<file path="src/rtl/fmlt_wb_buffer.sv">
// Write-back buffer between the FP multiplier and the register-file write port.
// Show-ahead FIFO with skid-margin stall and a sticky overflow flag for dropped results.
module fmlt_wb_buffer #(
    parameter int DEPTH       = 4,
    parameter int SKID        = 1,
    parameter int WIDTH_DATA  = 32,
    parameter int WIDTH_INDEX = 8,
    parameter int WIDTH_ISSUE = 6
) (
    input  logic                     clock,
    input  logic                     reset,
    input  logic                     I_Flush,
    input  logic                     I_Valid,
    input  logic [WIDTH_DATA-1:0]    I_Data,
    input  logic [WIDTH_INDEX-1:0]   I_Index,
    input  logic [WIDTH_ISSUE-1:0]   I_Issue_No,
    output logic                     O_Stall,
    output logic                     O_WB_Valid,
    input  logic                     I_WB_Ready,
    output logic [WIDTH_DATA-1:0]    O_WB_Data,
    output logic [WIDTH_INDEX-1:0]   O_WB_Index,
    output logic [WIDTH_ISSUE-1:0]   O_WB_Issue_No,
    output logic [$clog2(DEPTH):0]   O_Count,
    output logic                     O_Overflow
);

    localparam int PW = $clog2(DEPTH);
    localparam int CW = PW + 1;

    logic [WIDTH_DATA-1:0]  r_mem_data  [DEPTH];
    logic [WIDTH_INDEX-1:0] r_mem_index [DEPTH];
    logic [WIDTH_ISSUE-1:0] r_mem_issue [DEPTH];

    logic [PW-1:0] r_wr_ptr;
    logic [PW-1:0] r_rd_ptr;
    logic [CW-1:0] r_count;
    logic          r_overflow;

    logic w_full;
    logic w_valid;
    logic w_pop;
    logic w_push;
    logic w_drop;

    assign w_full  = (r_count == CW'(DEPTH));
    assign w_valid = (r_count != '0);
    assign w_pop   = w_valid && I_WB_Ready;
    // A pop frees the slot in the same cycle, so a full buffer can still accept.
    assign w_push  = I_Valid && (!w_full || w_pop);
    assign w_drop  = I_Valid && w_full && !w_pop;

    always_ff @(posedge clock) begin
        if (reset) begin
            r_wr_ptr   <= '0;
            r_rd_ptr   <= '0;
            r_count    <= '0;
            r_overflow <= 1'b0;
        end else if (I_Flush) begin
            r_wr_ptr <= '0;
            r_rd_ptr <= '0;
            r_count  <= '0;
        end else begin
            if (w_push) begin
                r_wr_ptr <= r_wr_ptr + PW'(1);
            end
            if (w_pop) begin
                r_rd_ptr <= r_rd_ptr + PW'(1);
            end
            r_count <= r_count + CW'(w_push) - CW'(w_pop);
            if (w_drop) begin
                r_overflow <= 1'b1;
            end
        end
    end

    // Storage is not reset; its contents are never visible while empty.
    always_ff @(posedge clock) begin
        if (w_push && !I_Flush && !reset) begin
            r_mem_data[r_wr_ptr]  <= I_Data;
            r_mem_index[r_wr_ptr] <= I_Index;
            r_mem_issue[r_wr_ptr] <= I_Issue_No;
        end
    end

    assign O_Stall       = (r_count >= CW'(DEPTH - SKID));
    assign O_WB_Valid    = w_valid;
    assign O_WB_Data     = w_valid ? r_mem_data[r_rd_ptr]  : '0;
    assign O_WB_Index    = w_valid ? r_mem_index[r_rd_ptr] : '0;
    assign O_WB_Issue_No = w_valid ? r_mem_issue[r_rd_ptr] : '0;
    assign O_Count       = r_count;
    assign O_Overflow    = r_overflow;

endmodule

</file>
<file path="config.mk">
export PLATFORM = sky130hd
export DESIGN_NAME = fmlt_wb_buffer
export DESIGN_NICKNAME = d
export VERILOG_FILES = /design/src/rtl/fmlt_wb_buffer.sv
export SDC_FILE = /design/constraint.sdc
export NUM_CORES = 1
export LEC_CHECK = 0
export ABC_CLOCK_PERIOD_IN_PS = 7300
export BUFFER_PORTS_ARGS = -buffer_cell sky130_fd_sc_hd__buf_2
export CAP_MARGIN = 40
export CORE_MARGIN = 1
export CORE_UTILIZATION = 45
export CTS_CLUSTER_DIAMETER = 60
export DETAILED_ROUTE_END_ITERATION = 8
export PLACE_DENSITY_LB_ADDON = 0.05
export SLEW_MARGIN = 0
export SYNTH_ARGS = -nofsm -noshare
export SYNTH_HDL_FRONTEND = slang
export SYNTH_SLANG_ARGS = --single-unit
</file>
<file path="constraint.sdc">
create_clock -name clock -period 7.3 [get_ports clock]
set_clock_uncertainty 0.15 [all_clocks]
set_input_delay 0 -clock clock [delete_from_list [all_inputs] [get_ports clock]]
set_output_delay 0 -clock clock [all_outputs]
set_load 0.05 [all_outputs]
</file>
==> results.txt <==
Synthesis handed over a netlist of 350 instances. Setup violations remaining at the end of the flow were counted as 0. The total of flip-flops plus latches after synthesis is 194, and the register clock-pin slew on the reported worst setup and hold paths is 0.06 ns. In the synthesized netlist the dominant register cell turns out to be edfxtp_1.

The logs give 658 for the post-placement cell count and 7490 um^2 for the synthesized area. For this run, the slowest stage of the critical path takes 0.57 ns. The count of endpoints failing hold in the final timing report is 0. The kind of start point of the critical path is a register. The logs give 2.55 ns for the arrival time reported for the critical path endpoint and 0 for the antenna diode count.

For the required time at the worst-slack endpoint, the log shows 7.20 ns. After legalization and detailed placement, the total HPWL measured 7.56 mm. The worst setup path is captured at a register. Dividing the detail-routed wire length by the instance count gives 18.3 um.

Synthesis instantiated 25 different standard cells from the library. In this run, the number of DRC markers left after iteration 0 of detailed routing was 273. The shortest clock period the worst path allows after layout works out to 2.65 ns. In this run the tightest slew margin relative to its limit is 51.9%. Max-slew violation count: 0.

Global routing used 17.0% of the available tracks across all layers. The tool flagged a number of max-cap violations equal to 0. For the maximum number of pins on one net before global-route repair, the log shows 49.

The tools report the initial core utilization as 46.6%. For the number of sinks handled by clock tree synthesis, the log shows 194. Dividing total power by cell area gives a power density of 249 nW/um^2.

The average instance area after synthesis was 21.4 um^2; the die width was 131 um. The final layout contains 571 nets. In this run, synthesis inferred 184 flip-flops with an integrated enable.

The total grt overflow was 0. The endpoint of the most critical register-to-register path was r_mem_data[0][11]$_DFFE_PP_. The slowest stage of the critical path belongs to the cell and3_2. Logic depth of the worst register-to-register path: 4.

The run gives 3854 as the via count of the first global-routing pass. The first detailed-routing pass ran for 4 iterations. The largest vdd supply drop is 0.155 mV.

The most common cell after layout, fill and taps aside was edfxtp_1. The H-tree was split into 4 levels. The logs give 13.5 mm for the total wire length after detailed routing and 0.00231 W for the total power of the final layout. The height of the die came out at 131 um. For the pin with the worst max-slew slack, the measured transition is 0.722 ns. The logs give 76.5% for the part of the Yosys area used for sequential elements and 103 for the count of pins on the block boundary.

The clock insertion delay at the later pin of the skew report came out at 0.42 ns. In this run the worst setup path begins at O_Count[1]$_SDFF_PP0_. Once detail routing completed, the nets flagged for antenna violations numbered 0.

The path class of the tightest hold or removal check is in -> reg. The final critical-path share of the clock period was 36.3%. The run finished with clean final reports. The clock root buffer was clkbuf_16. The final setup TNS came out at 0 ns.

The tools report the total of warnings raised by yosys as 0. The tools report the reg-to-reg critical path startpoint as O_Count[1]$_SDFF_PP0_. The worst setup path is of the reg -> reg kind. The run gives 16100 um^2 as the core box area. The count of cells in the finished layout, fillers not included, comes to 741. The critical path ends at r_mem_data[0][11]$_DFFE_PP_. The maximum operating frequency was 378 MHz. The number of nets in the synthesized netlist came out at 409. The run gives 20.7 mm as the wire length of the first global-routing pass. The tools report the final cell utilization of the core as 57.7%. The tools report the start point of the worst min-delay path as I_Data[18]. Compared with the post-synthesis result, the final layout area differs by 23.7%.

Of all nets on the critical path, the largest fanout is 31. In the routed design, unresolved DRC markers number 0. The static leakage power was 3.21 nW. The clock passes through at most 2 buffers. Setup repair after global routing left no endpoint under its margin. Across all layers, the routed design uses 3728 vias. The mean number of vias per cell was 5.03; the register-to-register path setup slack was 4.65 ns. The number of rows created at floorplan came out at 46.

For this run, asynchronously set or reset flops after synthesis account for 0%. In this run, post-CTS repair resized a total of 0 instances. The floorplan die area came out at 17200 um^2.

The routability-driven placement congestion ratio was 0.734. TritonCTS built the clock tree. The critical path goes through nor4b_1 > nor2b_1 > and3_2 > buf_4.

The initial antenna violation count was 0. The count of input and output buffers came out at 102. The number of clock buffers inserted by TritonCTS is 17. Cells with a size suffix above 1 make up 35.2% of the layout.

In the layout the commonest cells are edfxtp_1 (184), buf_2 (102), dlygate4sd3_1 (51).
repair_timing:
action | CTS | global route
hold endpoints to repair | 194 | 0
hold buffers | 51 | 0
buffers inserted | 0 | 0
per-stage QoR:
stage	hold slack (ns)	instance area (um^2)	setup WS, ns
2_1_floorplan	-0.0776	7490	4.35
3_3_place_gp	0.0622	8220	4.70
3_5_place_dp	0.0650	8240	4.62
4_1_cts	0.159	9270	4.62
5_1_grt	0.170	9270	4.43
6_report	0.181	9270	4.65
worst max-delay path: cells and delay by family (launching register included):
| kind | cells | cell delay, ns |
|---|---|---|
| simple gates | 3 | 1.13 |
| buf+inv | 1 | 0.52 |
| flops | 1 | 0.47 |
cell families (layout without fill, tap and decap cells):
logic type	after synthesis	count (layout)	synth area share, %
muxes	48	48	14.1
adders and majority gates	8	8	1.44
AOI/OAI and AO/OA	5	5	0.401
DFF	194	194	76.5
buffers and inverters	26	201	1.90
xor gates and xnor gates	2	2	0.234
and+or+nand+nor	67	67	5.45
power breakdown:
group	switching, W	internal (W)	total, W
logic	0.000163	0.0000789	0.000242
registers	0.00000783	0.00123	0.00124
clock network	0.000363	0.000465	0.000828
total	0.000534	0.00177	0.00231
synth_stat cells (all sizes together) (2+ instances only):
cell type	count	area (um^2)
and2	2	12.5
and3	4	25.0
buf	10	81.3
clkbuf	7	27.5
dfxtp	10	200
edfxtp	184	5530
ha	7	87.6
inv	9	33.8
mux2i	2	20.0
mux4	46	1040
nand2	6	22.5
nor2	2	7.51
nor2b	48	300
nor3	3	20.0
o21ai	3	15.0
how the worst min path moves through the flow:
stage	to	slack [ns]	cells after the start
6_report	r_mem_data[3][18]$_DFFE_PP_	0.18	2
3_3_place_gp	r_mem_index[1][7]$_DFFE_PP_	0.06	1
5_1_grt	r_mem_data[3][6]$_DFFE_PP_	0.17	2
2_1_floorplan	O_Overflow$_SDFFE_PP0P_	-0.08	1
4_1_cts	r_mem_data[3][5]$_DFFE_PP_	0.16	2
3_5_place_dp	r_mem_data[3][26]$_DFFE_PP_	0.07	1
registers in the layout, summed over array words and instances (netlist names), named ones only:
name,flops
r_mem_data,128
r_mem_index,32
r_mem_issue,24
O_Count,3
r_rd_ptr,2
r_wr_ptr,2
O_Overflow,1
final cells by class:
cell class	instances	area, um^2
clock buffers	24	452
well taps	216	270
repair buffers	160	1090
flip-flops and latches	194	5730
inverters	9	33.8
multi-input cells	130	1630
fillers	1222	6790
clock inverters	8	62.6
per-layer routing:
layer | vias up | share of wire [%] | global-route usage (%) | wire, um
li1 | 1717 | - | - | -
met1 | 1894 | 44 | 22.0 | 5960
met2 | 97 | 50 | 27.9 | 6770
met3 | 20 | 4.4 | 4.19 | 596
met4 | 0 | 1.6 | 6.76 | 219
met5 | - | 0 | 0 | 0
(Power assumes the default switching activity.)
